File: src/rtl/cache_req_arbiter.sv
// Two-requester arbiter in front of one blocking, in-order cache processor port.
// Define CACHE_ARB_FIXED_PRIO_EN for fixed priority (requester 0 wins ties); default is round-robin.

package cache_msgs_pkg;
  typedef struct packed {
    logic [2:0]   typ;
    logic [7:0]   opaque;
    logic [31:0]  addr;
    logic [3:0]   len;
    logic [127:0] data;
  } mem_req_16B_t;

  typedef struct packed {
    logic [2:0]   typ;
    logic [7:0]   opaque;
    logic [1:0]   test;
    logic [3:0]   len;
    logic [127:0] data;
  } mem_resp_16B_t;

  localparam int REQ_W  = $bits(mem_req_16B_t);
  localparam int RESP_W = $bits(mem_resp_16B_t);
endpackage

module cache_req_arbiter
  import cache_msgs_pkg::*;
#(
  parameter int NUM_OUTSTANDING = 2
) (
  input  logic              clk,
  input  logic              reset,
  input  logic [REQ_W-1:0]  req0_reqstream_msg,
  input  logic              req0_reqstream_val,
  output logic              req0_reqstream_rdy,
  output logic [RESP_W-1:0] req0_respstream_msg,
  output logic              req0_respstream_val,
  input  logic              req0_respstream_rdy,
  input  logic [REQ_W-1:0]  req1_reqstream_msg,
  input  logic              req1_reqstream_val,
  output logic              req1_reqstream_rdy,
  output logic [RESP_W-1:0] req1_respstream_msg,
  output logic              req1_respstream_val,
  input  logic              req1_respstream_rdy,
  output logic [REQ_W-1:0]  cache_reqstream_msg,
  output logic              cache_reqstream_val,
  input  logic              cache_reqstream_rdy,
  input  logic [RESP_W-1:0] cache_respstream_msg,
  input  logic              cache_respstream_val,
  output logic              cache_respstream_rdy
);

  localparam int CntW = $clog2(NUM_OUTSTANDING + 1);
  localparam int PtrW = (NUM_OUTSTANDING > 1) ? $clog2(NUM_OUTSTANDING) : 1;

  logic [NUM_OUTSTANDING-1:0] r_ownerFifo;
  logic [PtrW-1:0]            r_wrPtr;
  logic [PtrW-1:0]            r_rdPtr;
  logic [CntW-1:0]            r_count;
  logic                       r_holdVld;
  logic                       r_holdId;
`ifndef CACHE_ARB_FIXED_PRIO_EN
  logic                       r_lastGrant;
`endif

  logic w_grant;
  logic w_full;
  logic w_empty;
  logic w_owner;
  logic w_reqFire;
  logic w_respFire;
  logic w_resp0Val;
  logic w_resp1Val;

  function automatic logic [PtrW-1:0] nextPtr(input logic [PtrW-1:0] p);
    return (p == PtrW'(NUM_OUTSTANDING - 1)) ? '0 : p + PtrW'(1);
  endfunction

  assign w_full  = (r_count == CntW'(NUM_OUTSTANDING));
  assign w_empty = (r_count == '0);
  assign w_owner = r_ownerFifo[r_rdPtr];

  // A stalled request keeps its grant so the cache sees a stable message.
  always_comb begin
    w_grant = 1'b0;
    if (r_holdVld) begin
      w_grant = r_holdId;
    end else if (req0_reqstream_val && req1_reqstream_val) begin
`ifdef CACHE_ARB_FIXED_PRIO_EN
      w_grant = 1'b0;
`else
      w_grant = ~r_lastGrant;
`endif
    end else if (req1_reqstream_val) begin
      w_grant = 1'b1;
    end
  end

  assign cache_reqstream_val = ~reset & (req0_reqstream_val | req1_reqstream_val) & ~w_full;
  assign req0_reqstream_rdy  = ~reset & cache_reqstream_rdy & ~w_full & ~w_grant;
  assign req1_reqstream_rdy  = ~reset & cache_reqstream_rdy & ~w_full & w_grant;
  assign cache_reqstream_msg = (w_grant ? req1_reqstream_msg : req0_reqstream_msg)
                               & {REQ_W{cache_reqstream_val}};
  assign w_reqFire           = cache_reqstream_val & cache_reqstream_rdy;

  assign w_resp0Val           = ~reset & cache_respstream_val & ~w_empty & ~w_owner;
  assign w_resp1Val           = ~reset & cache_respstream_val & ~w_empty & w_owner;
  assign req0_respstream_val  = w_resp0Val;
  assign req1_respstream_val  = w_resp1Val;
  assign req0_respstream_msg  = cache_respstream_msg & {RESP_W{w_resp0Val}};
  assign req1_respstream_msg  = cache_respstream_msg & {RESP_W{w_resp1Val}};
  assign cache_respstream_rdy = ~reset & ~w_empty
                                & (w_owner ? req1_respstream_rdy : req0_respstream_rdy);
  assign w_respFire           = cache_respstream_val & cache_respstream_rdy;

  always_ff @(posedge clk) begin
    if (reset) begin
      r_ownerFifo <= '0;
      r_wrPtr     <= '0;
      r_rdPtr     <= '0;
      r_count     <= '0;
      r_holdVld   <= 1'b0;
      r_holdId    <= 1'b0;
`ifndef CACHE_ARB_FIXED_PRIO_EN
      r_lastGrant <= 1'b1;
`endif
    end else begin
      if (w_reqFire) begin
        r_ownerFifo[r_wrPtr] <= w_grant;
        r_wrPtr              <= nextPtr(r_wrPtr);
        r_holdVld            <= 1'b0;
`ifndef CACHE_ARB_FIXED_PRIO_EN
        r_lastGrant          <= w_grant;
`endif
      end else if (cache_reqstream_val) begin
        r_holdVld <= 1'b1;
        r_holdId  <= w_grant;
      end
      if (w_respFire) begin
        r_rdPtr <= nextPtr(r_rdPtr);
      end
      // Push and pop together leave the occupancy unchanged.
      if (w_reqFire && !w_respFire) begin
        r_count <= r_count + CntW'(1);
      end else if (!w_reqFire && w_respFire) begin
        r_count <= r_count - CntW'(1);
      end
    end
  end

`ifndef SYNTHESIS
  always_ff @(posedge clk) begin
    if (!reset && cache_respstream_val && w_empty) begin
      $error("cache_req_arbiter: response arrived with no request outstanding");
    end
  end
`endif

endmodule
File: config.mk
export PLATFORM = sky130hd
export DESIGN_NAME = cache_req_arbiter
export DESIGN_NICKNAME = d
export VERILOG_FILES = /design/src/rtl/cache_req_arbiter.sv
export SDC_FILE = /design/constraint.sdc
export NUM_CORES = 1
export LEC_CHECK = 0
export CORE_AREA = 2 2 376 378
export CTS_CLUSTER_SIZE = 12
export DETAILED_ROUTE_END_ITERATION = 10
export DIE_AREA = 0 0 378 380
export PLACE_DENSITY = 0.36
export RECOVER_POWER = 100
export SYNTH_ARGS = -nofsm -noshare
export SYNTH_HDL_FRONTEND = slang
export SYNTH_SLANG_ARGS = --single-unit
File: constraint.sdc
create_clock -name clk -period 2.4 [get_ports clk]
set_input_delay 0.48 -clock clk [delete_from_list [all_inputs] [get_ports clk]]
set_output_delay 0.48 -clock clk [all_outputs]
set_load 0.01 [all_outputs]
**Word-level counts from Yosys, hierarchy flattened**

Index checks and enable logic that the tools add are counted.

- $add $sub $neg: 4
- Bitwise gates (word level): 25
- Eq/ne operators: 1
- Reduce and logical (&&, ||, !) cells: 10
- Multiplexer cells: 14
- Order comparisons: 3

Operators with widths:

| cell | number |
|---|---|
| 145-bit bitwise AND | 2 |
| 175-bit bitwise AND | 1 |
| 175-bit 2-to-1 mux | 1 |
| 1-bit bitwise AND | 14 |
| 1-bit 2-to-1 mux | 9 |
| 1-bit NOT | 7 |
| 1-bit logical AND | 4 |
| 1-bit by 2-bit less-than comparator with 1-bit output, second input constant | 2 |
| 2-bit 2-to-1 mux | 2 |
| 1-bit adder, second input constant | 2 |
| 2-bit by 1-bit adder with 2-bit output, second input constant | 1 |
| 2-bit bitwise mux | 1 |
| 2-bit equality test, second input constant | 1 |
| 1-bit logical NOT | 2 |
| 2-bit logical NOT | 1 |
| 2-bit AND reduction | 1 |
| 2-bit nonzero test | 1 |
| 2-bit OR reduction | 1 |
| 2-bit by 1-bit subtractor with 2-bit output, second input constant | 1 |
| 1-bit demux with 1-bit select | 1 |
| 1-bit greater-or-equal comparator, second input constant | 1 |
| 1-bit OR | 1 |

- Flip-flop bits (word level): 9
- Output and inout port bits: 471
- Bits of input ports: 503

**Depth between registers and ports, before layout**

Gate-level depths: netlist of run 1.

- Word-level depth: 8
- Gate-level depth with buffers: 7
- Mapped depth without buffers: 7

**Least setup slack after synthesis of run 1**

OpenSTA, ideal clock, no wires.

- Kind: input to output
- From: input req1_reqstream_val
- To: output cache_reqstream_msg[100]
- Data required time: 1.920 ns
- Data arrival time: 1.495 ns
- Cell stages on the path: 7
- Setup slack: 0.425 ns
- Cell sequence: nor2b_2 > a22o_1 > buf_2 > buf_6 > buf_6 > nand2_1 > a21oi_1

- Cells in the longest elaborated chain, start to end: 5
- Elaborated cells on any way between the ends: 9
- Those cells by class: mux: 4; bitwise: 4; reduce/logical: 1

RTL lines:

| item | line | text |
|---|---|---|
| start: declaration | 39 | `input logic req1_reqstream_val,` |
| 1-bit 2-to-1 mux / 1-bit logical AND (equally long branches) | 93, 87 |  |
| 1-bit 2-to-1 mux | 87 | `end else if (req0_reqstream_val && req1_reqstream_val) begin` |
| 1-bit 2-to-1 mux | 85 | `if (r_holdVld) begin` |
| 175-bit 2-to-1 mux | 101 | `assign cache_reqstream_msg = (w_grant ? req1_reqstream_msg : req0_reqstream_msg)` |
| 175-bit bitwise AND (*) | 102 | `& {REQ_W{cache_reqstream_val}};` |
| end: declaration | 44 | `output logic [REQ_W-1:0] cache_reqstream_msg,` |

Every way passes the cells marked *; elsewhere a longest branch is shown, timed or not.

**Worst setup path in the final report of run 1**

- From: input req1_reqstream_val
- To: output cache_reqstream_msg[67]

Same word-level chain as after synthesis.

==> flow_metrics.py, run 1 <==
metrics = {
    "global_routing": {
        "met2_usage_pct": 21.89,
        "met3_usage_pct": 1.709,
        "first_global_vias": 11420,
        "grt_use_met1_pct": 16.95,
        "grt_max_degree": 46,
        "antenna_found_initial": 58,
        "globalRouteOverflowTotal": 0,
        "busiest_layer": "met2",
        "track_usage_pct": 12.71,
        "grt_pass1_wl_mm": 121.0,
    },
    "timing": {
        "finalHoldViolCount": 0,
        "fin_crit_ns": 2.595,
        "grt_setup_unrepaired": "true",
        "finalWorstSetupSlack_ns": -0.1951,
        "worst_pin_slew_ns": 0.5007,
        "fin_tns_setup_ns": -17.85,
        "slew_viol_final": 0,
        "fin_worst_skew_ns": 0.001170,
        "fmax_ghz": 0.3853,
        "setup_violations": 230,
        "slew_headroom_pct": 66.15,
        "fin_crit_sh_pct": 108.1,
    },
    "worst_setup_path": {
        "reg2reg_slack_ns": 0.27,
        "crit_arrival_ns": 2.12,
        "path_cells": "buf_8 > nor2b_4 > buf_6 > a22oi_4 > buf_12 > buf_16 > buf_8 > buf_8 > buf_6 > nand2_4 > a21oi_4 > buf_6",
        "end_kind": "output pin",
        "crit_path_start_kind": "input pin",
        "worstPathRequired_ns": 1.92,
        "slowest_stage": "a21oi_4",
        "crit_family": "buffers and inverters",
        "max_stage_delay_ns": 0.18,
        "crit_type": "input pin to output pin",
        "crit_fanout": 6,
        "path_buf_inv": 8,
    },
    "cts": {
        "htreeDepth": 1,
        "postCtsHoldBufs": 0,
        "cts_root_buf": "clkbuf_16",
        "cts_tree": "yes",
        "clk-insertion-delay-late_ns": 0.24,
        "clock_sinks": 9,
        "cts.path.max_buffers": 2,
        "cts_made_buffers": 3,
        "path_clk_slew_ns": 0.04,
    },
    "finish": {
        "synthToLayoutAreaGrowth_pct": 333.2,
        "final_common_cell": "clkdlybuf4s50_1",
        "final_cell_mix": "clkdlybuf4s50_1 (499), nand2_1 (236), and2_1 (212)",
        "n_fill_cell": 16020,
        "nets": 2618,
        "fin_util_pct": 15.57,
        "drive_gt1_share_pct": 42.03,
    },
    "yosys": {
        "synth_warnings": 0,
        "synth_top_cell_area_share_pct": 36.27,
        "synth-seq-cells": 9,
        "yosysTopAreaCell": "and2_1",
        "synth.area.top_cells": "and2_1 (36%), nand2_1 (26%), a21oi_1 (18%)",
        "ys_seq_area_share_pct": 3.602,
        "syn_avg_cell_area_sq_um": 5.205,
        "ys_types": 28,
        "synth_fp_nets": 1465,
        "synthCells": 961,
        "syn_area_sq_um": 5002,
    },
    "detailed_routing": {
        "num_vias": 11690,
        "drc_errors": 0,
        "viasPerCell": 2.920,
        "drtIter0Drc": 464,
        "postRouteWirelength_mm": 102.8,
        "antenna_left": 0,
        "firstDrtPassIters": 5,
        "drt-wirelength-per-cell_um": 25.68,
    },
    "flow_run": {
        "maxCapViolCount": 0,
    },
    "floorplan": {
        "die-height_um": 380,
        "core_sq_um": 139200,
        "row_count": 137,
        "initial_core_util_pct": 3.594,
        "die-width_um": 378,
        "pin_count": 974,
        "dieArea_sq_um": 143600,
    },
    "status": {
        "violations": "setup timing",
        "status": "complete, but fails checks",
    },
    "worst_hold_path": {
        "hold_class": "register to register",
    },
    "pwr": {
        "p_per_area_nw_per_um2": 210.6,
        "ir_drop_v": 0.0001525,
        "leakagePower_nw": 11.22,
    },
    "place": {
        "dp_hpwl_mm": 86.77,
        "port_buffers": 973,
        "routabilityCongestion": 0.9365,
    },
}
==> cell usage after synthesis, drive strengths merged <==
cell and count:
nand2 353, and2 290, a21oi 179, buf 47, clkbuf 44, nor2 10, dfxtp 9, inv 4
mux2i 3, o21ai 3, a311oi 2, nor2b 2, nor3 2, or3 2, xor2 2, a22o 1
a22oi 1, ha 1, nand3b 1, nor4b 1, o311ai 1, o31ai 1, or2 1, xnor2 1
==> cell families (layout without fill, tap and decap cells) <==
logic type	Yosys count	count (layout)	share of synthesized area, %
AO/OA/AOI/OAI	188	188	19.56
multiplexers	3	3	0.6003
XOR/XNOR	3	3	0.5254
AND/OR/NAND/NOR	662	662	65.31
flip-flops	9	9	3.602
adder cells (fa/ha/maj)	1	1	0.2501
other	0	14	0
buffers and inverters	95	1247	10.15
==> power by group <==
| part | leakage (nW) | internal, mW | switching (mW) |
|---|---|---|---|
| clock | 0.0382 | 0.222 | 0.0769 |
| sequential | 0.0752 | 0.163 | 0.0125 |
| combinational | 11.1 | 2.19 | 1.90 |
==> state kept, by name, summed over array words and instances, names as in the netlist <==
register     cells
r_wrPtr          1
r_rdPtr          1
r_count          2
r_holdId         1
r_lastGrant      1
r_ownerFifo      2
r_holdVld        1
==> metal layers <==
layer / part of all wire, % / wire length (um) / vias up
met5: 0.030 / 31 / -
met4: 2.6 / 2692 / 4
met3: 4.9 / 5042 / 131
met2: 47 / 48760 / 624
met1: 45 / 46280 / 5573
li1: - / - / 5357
==> worst min-delay path, stage by stage (launching register included) <==
cell and delay, ns:
dfxtp_1 0.31, a21oi_1 0.11, a311oi_1 0.06
==> path summary, 6_finish.rpt <==
check	start	to	depth (start not counted)
hold / removal	r_ownerFifo[1]$_SDFFE_PP0P_	r_ownerFifo[1]$_SDFFE_PP0P_	2
setup reg to reg	r_rdPtr$_SDFFE_PP0P_	r_count[1]$_SDFFE_PP0P_	9
setup / recovery	req1_reqstream_val	cache_reqstream_msg[67]	12
hold reg to reg	r_ownerFifo[1]$_SDFFE_PP0P_	r_ownerFifo[1]$_SDFFE_PP0P_	2
==> per-stage QoR <==
stage                     power [mW]  std cells  area [sq um]  hold slack (ns)  setup slack (ns)
final                          4.564       4003         21670           0.5217           -0.1951
after global routing           4.809       3998         21660           0.5424           -0.2684
after CTS                      4.053       3891         19210           0.5261           -0.4318
after detailed placement       3.453       3860         18400           0.4961            -1.255
after global placement         3.471       3860         18400           0.5064            -1.248
after floorplan                1.084        961          5002           0.4408            0.4251
==> final cells by class <==
class	count	area, sq um	area share (%)
inverters	4	15.01	0.06929
multi-input cells	857	5896	27.21
repair buffers	1239	13110	60.50
flip-flops and latches	9	186.4	0.8604
well taps	1876	2347	10.83
clock buffers	4	78.83	0.3638
diodes	14	35.03	0.1617
==> what timing repair did <==
item                       CTS  global route
cloned                       9            26
setup endpoints to repair  471           448
gates resized for setup    309          1201
pin swaps                   13           139
setup buffers               19            90
Note: power is estimated with default switching activity, not from simulation.
==> inputs of run 2 (changes only) <==
CELL_PAD_IN_SITES_DETAIL_PLACEMENT = 1   (was not set)
CELL_PAD_IN_SITES_GLOBAL_PLACEMENT = 2   (was not set)
CORE_AREA = 2 2 384 386   (was 2 2 376 378)
DIE_AREA = 0 0 386 388   (was 0 0 378 380)
PLACE_DENSITY = 0.6   (was 0.36)
==> flow_metrics.py, run 2 (same netlist as run 1, synthesis figures left out) <==
metrics = {
    "status": {
        "status": "complete, but fails checks",
        "violations": "setup timing",
    },
    "worst_setup_path": {
        "worstPathRequired_ns": 1.92,
        "crit_arrival_ns": 1.98,
        "crit_fanout": 5,
        "r2r_cells": 8,
        "end_kind": "output pin",
        "crit_type": "register to output pin",
        "crit_path_start_kind": "register",
    },
    "cts": {
        "cts_made_buffers": 3,
        "postCtsHoldBufs": 0,
        "path_clk_slew_ns": 0.04,
        "clock_sinks": 9,
        "clk-insertion-delay-late_ns": 0.23,
        "cts_root_buf": "clkbuf_16",
        "cts_tree": "yes",
        "cts.path.max_buffers": 2,
        "htreeDepth": 1,
    },
    "finish": {
        "layout.cells.non_filler": 4001,
        "fin_util_pct": 13.98,
        "final_cell_mix": "clkdlybuf4s50_1 (497), nand2_1 (289), and2_1 (219)",
        "n_fill_cell": 17250,
        "drive_gt1_share_pct": 43.19,
        "seq_area_sq_um": 191.4,
        "synthToLayoutAreaGrowth_pct": 305.9,
        "multi_input_area_sq_um": 5388,
        "nets": 2575,
        "top_regs": "r_count: 2 flops, r_ownerFifo: 2 flops",
        "design_area_sq_um": 20300,
        "final_common_cell": "clkdlybuf4s50_1",
    },
    "detailed_routing": {
        "drt-wirelength-per-cell_um": 28.82,
        "postRouteWirelength_mm": 115.3,
        "drc_errors": 0,
        "num_vias": 11720,
        "drtIter0Drc": 537,
        "antenna_left": 0,
        "viasPerCell": 2.930,
        "firstDrtPassIters": 5,
    },
    "pwr": {
        "leakagePower_nw": 8.635,
        "ir_drop_v": 0.0002210,
        "p_per_area_nw_per_um2": 221.5,
    },
    "floorplan": {
        "pin_count": 974,
        "die-height_um": 388,
        "core_sq_um": 145200,
        "row_count": 140,
        "dieArea_sq_um": 149800,
        "die-width_um": 386,
        "initial_core_util_pct": 3.445,
    },
    "timing": {
        "setup_violations": 44,
        "fin_worst_skew_ns": 0.001162,
        "slew_viol_final": 0,
        "grt_setup_unrepaired": "true",
        "hold_ws_ns": 0.5296,
        "fmax_ghz": 0.4065,
        "slew_headroom_pct": 61.04,
        "fin_crit_ns": 2.460,
        "worst_pin_slew_ns": 0.5763,
        "fin_crit_sh_pct": 102.5,
        "finalWorstSetupSlack_ns": -0.06005,
        "fin_tns_setup_ns": -0.7383,
        "finalHoldViolCount": 0,
    },
    "place": {
        "routabilityCongestion": 0.9777,
        "dpl_cell_area_sq_um": 18640,
        "port_buffers": 973,
        "dp_hpwl_mm": 99.43,
        "dp.cells": 3891,
    },
    "global_routing": {
        "antenna_found_initial": 90,
        "first_global_vias": 11860,
        "grt_pass1_wl_mm": 138.1,
        "grt_max_degree": 32,
        "track_usage_pct": 14.28,
        "globalRouteOverflowTotal": 0,
    },
    "flow_run": {
        "maxCapViolCount": 0,
    },
    "worst_hold_path": {
        "hold_class": "register to register",
        "hold_depth": 1,
    },
}
-- run 2: changes by cell type in the layout (fill, tap and decap cells not counted), moves of 31 or more --
cell,before,now
dlymetal6s2s_1,145,0
a21oi_1,46,83
buf_6,122,76
nand2_1,236,289
clkbuf_2,24,95
buf_2,121,152
nand2_4,65,27
buf_12,83,121
-- run 2: what timing repair did --
| action | in CTS | in global routing |
|---|---|---|
| pin swaps | 29 | 62 |
| buffers inserted | 46 | 33 |
| gates cloned | 22 | 12 |
| hold endpoints to repair | 0 | 0 |
| resized for setup | 1056 | 657 |
| setup endpoints to repair | 472 | 403 |
-- run 2: worst max-delay path: stages (launching register included) --
cell and delay (ns):
dfxtp_4 0.36, buf_6 0.13, a22oi_4 0.17, buf_12 0.16
clkbuf_16 0.17, buf_12 0.14, buf_16 0.13, buf_8 0.12
nand2_4 0.05, a21oi_2 0.14, buf_2 0.15
-- run 2: worst paths after layout --
kind                     startpoint                          end  slack, ns
min reg2reg    r_wrPtr$_SDFFE_PP0P_  r_ownerFifo[1]$_SDFFE_PP0P_       0.53
min            r_wrPtr$_SDFFE_PP0P_  r_ownerFifo[1]$_SDFFE_PP0P_       0.53
max reg2reg    r_rdPtr$_SDFFE_PP0P_      r_count[1]$_SDFFE_PP0P_       0.22
max          r_holdVld$_SDFFE_PP0P_     cache_reqstream_msg[166]      -0.06
-- run 2: cell type report --
cell class                 instances  share of cell area (%)
timing repair buffer            1196                   60.07
multi-input combinational        857                   26.54
tap                             1917                   11.81
sequential                         9                  0.9429
clock buffer                       4                  0.3882
antenna                           14                  0.1726
inverter                           4                 0.07395
-- run 2: where the power goes --
part	internal, mW	total, mW	switching [mW]
combinational	2.12	4.03	1.91
clock	0.222	0.292	0.0703
sequential	0.163	0.177	0.0141
-- run 2: per-stage QoR --
step	setup slack, ns	power (mW)
after floorplan	0.4251	1.084
after global placement	-1.136	3.574
after detailed placement	-1.159	3.564
after CTS	-0.1539	4.236
after global routing	-0.1197	4.746
final	-0.06005	4.498
-- run 2: routing by layer --
layer,global-route usage [%],wire [um],vias up
met2,24.89,55610,679
met1,18.75,49970,5580
met3,2.915,8072,164
met5,0,190,-
li1,-,-,5270
met4,0.7075,1449,30
==> inputs of run 3 (changes only) <==
PLACE_DENSITY = 0.47   (was 0.6)
==> flow_metrics.py, run 3 (same netlist as run 1, synthesis figures left out) <==
metrics = {
    "place": {
        "dp_hpwl_mm": 91.59,
        "port_buffers": 973,
        "routabilityCongestion": 0.8741,
    },
    "cts": {
        "cts_made_buffers": 3,
        "clock_sinks": 9,
        "clk-insertion-delay-late_ns": 0.23,
        "cts.path.max_buffers": 2,
        "postCtsHoldBufs": 0,
        "cts_tree": "yes",
        "htreeDepth": 1,
        "cts_root_buf": "clkbuf_16",
        "path_clk_slew_ns": 0.04,
    },
    "detailed_routing": {
        "num_vias": 11470,
        "firstDrtPassIters": 4,
        "viasPerCell": 2.872,
        "drt-wirelength-per-cell_um": 26.51,
        "drc_errors": 0,
        "antenna_left": 0,
        "drtIter0Drc": 398,
        "postRouteWirelength_mm": 105.9,
    },
    "global_routing": {
        "track_usage_pct": 13.30,
        "grt_pass1_wl_mm": 131.0,
        "antenna_found_initial": 82,
        "globalRouteOverflowTotal": 0,
        "first_global_vias": 11960,
        "grt_max_degree": 33,
    },
    "pwr": {
        "clkPwrFrac_pct": 7.1,
        "switching_share_pct": 43.93,
        "ir_drop_v": 0.0001503,
        "power.switching_mw": 1.849,
        "leakagePower_nw": 8.487,
        "pwr-share-comb_pct": 88.7,
        "seq_power_share_pct": 4.2,
        "power_mw": 4.209,
        "intPower_mw": 2.360,
        "p_per_area_nw_per_um2": 216.9,
    },
    "timing": {
        "worst_pin_slew_ns": 0.4626,
        "slew_headroom_pct": 68.73,
        "slew_viol_final": 0,
        "fmax_ghz": 0.4070,
        "finalHoldViolCount": 0,
        "fin_crit_sh_pct": 102.4,
        "finalWorstSetupSlack_ns": -0.05693,
        "fin_worst_skew_ns": 0.0009865,
        "setup_violations": 16,
        "fin_crit_ns": 2.457,
        "hold_ws_ns": 0.5148,
        "grt_setup_unrepaired": "true",
    },
    "worst_setup_path": {
        "reg2reg_slack_ns": 0.08,
        "crit_fanout": 8,
        "r2r_end": "r_count[1]$_SDFFE_PP0P_",
        "r2r_cells": 11,
        "crit_arrival_ns": 1.98,
        "worstPathRequired_ns": 1.92,
        "end_kind": "output pin",
        "crit_type": "register to output pin",
        "r2r-start": "r_rdPtr$_SDFFE_PP0P_",
        "crit_path_start_kind": "register",
    },
    "floorplan": {
        "initial_core_util_pct": 3.445,
        "pin_count": 974,
        "die-height_um": 388,
        "dieArea_sq_um": 149800,
        "row_count": 140,
        "die-width_um": 386,
        "core_sq_um": 145200,
    },
    "worst_hold_path": {
        "hold_depth": 2,
        "hold_end": "r_count[1]$_SDFFE_PP0P_",
        "hold_class": "register to register",
        "min_from": "r_count[1]$_SDFFE_PP0P_",
    },
    "status": {
        "status": "complete, but fails checks",
        "violations": "setup timing",
    },
    "flow_run": {
        "maxCapViolCount": 0,
    },
    "finish": {
        "n_fill_cell": 17420,
        "seq_area_sq_um": 190.2,
        "final_common_cell": "clkdlybuf4s50_1",
        "synthToLayoutAreaGrowth_pct": 287.9,
        "multi_input_area_sq_um": 5283,
        "nets": 2575,
        "final_cell_mix": "clkdlybuf4s50_1 (497), nand2_1 (261), and2_1 (230)",
        "drive_gt1_share_pct": 45.17,
        "top_regs": "r_count: 2 flops, r_ownerFifo: 2 flops",
    },
}
[run 3: cell count changes in the layout (fill, tap and decap cells not counted), moves of 11 or more]
cell,previous run,this run
and2_1,219,230
buf_2,152,178
buf_6,76,62
clkbuf_2,95,156
clkdlybuf4s15_1,24,13
buf_4,151,138
nand2_1,289,261
dlygate4sd2_1,28,11
a21oi_2,69,85
nand2_2,37,61
a21oi_4,27,6
buf_12,121,92
[run 3: layout make-up]
class | count | area share [%]
Tap cell | 1917 | 12.36
Timing Repair Buffer | 1196 | 58.87
Clock buffer | 4 | 0.4062
Antenna cell | 7 | 0.09026
Inverter | 4 | 0.07737
Sequential cell | 9 | 0.9800
Multi-Input combinational cell | 857 | 27.22
[run 3: per-layer routing]
| layer | track usage [%] | share of wire (%) | up-vias |
|---|---|---|---|
| li1 | - | - | 5253 |
| met1 | 17.12 | 44 | 5459 |
| met2 | 23.68 | 49 | 588 |
| met3 | 2.967 | 6.2 | 151 |
| met4 | 0.1486 | 0.90 | 18 |
| met5 | 0 | 0.10 | - |
[run 3: repair_timing]
action                                  in CTS  in global routing
buffers inserted                            55                 17
resized for setup                         1212                574
pin swaps                                   51                 60
endpoints found under the setup margin     470                397
gates cloned                                20                 10
[run 3: per-stage QoR]
step,utilization [%],worst slack [ns],instance area [sq um],std cells,setup TNS (ns)
2_1_floorplan,-,0.4251,5002,961,0
3_3_place_gp,12.73,-1.234,18480,3899,-335.55
3_5_place_dp,12.73,-1.230,18480,3899,-328.02
4_1_cts,13.33,-0.2300,19360,3975,-6.074
5_1_grt,13.35,-0.1335,19390,3987,-3.378
6_report,13.36,-0.05693,19410,3994,-0.5468
[run 3: worst max path at each step]
stage                          from                        to  slack [ns]
2_1_floorplan    req1_reqstream_val  cache_reqstream_msg[100]        0.43
4_1_cts        r_rdPtr$_SDFFE_PP0P_   req0_respstream_msg[38]       -0.23
3_3_place_gp     req1_reqstream_val   cache_reqstream_msg[43]       -1.23
3_5_place_dp     req1_reqstream_val  cache_reqstream_msg[166]       -1.23
6_report       r_rdPtr$_SDFFE_PP0P_  req1_respstream_msg[136]       -0.06
5_1_grt        r_rdPtr$_SDFFE_PP0P_  req1_respstream_msg[136]       -0.13
[run 3: power groups by stage]
stage                     combinational, mW  sequential (mW)  clock [mW]
after global placement                 3.34            0.176           0
after detailed placement               3.33            0.176           0
after CTS                              3.63            0.177       0.303
after global routing                   4.00            0.180       0.316
final                                  3.73            0.178       0.298
after floorplan                       0.909            0.175           0
[run 3: critical path, stage by stage, from the launching register on]
cell and delay [ns]:
dfxtp_4 0.36, mux2i_4 0.28, buf_6 0.13, buf_6 0.09, nor2_4 0.04, buf_6 0.14
buf_16 0.15, buf_12 0.14, buf_8 0.12, and2_4 0.15, buf_6 0.13
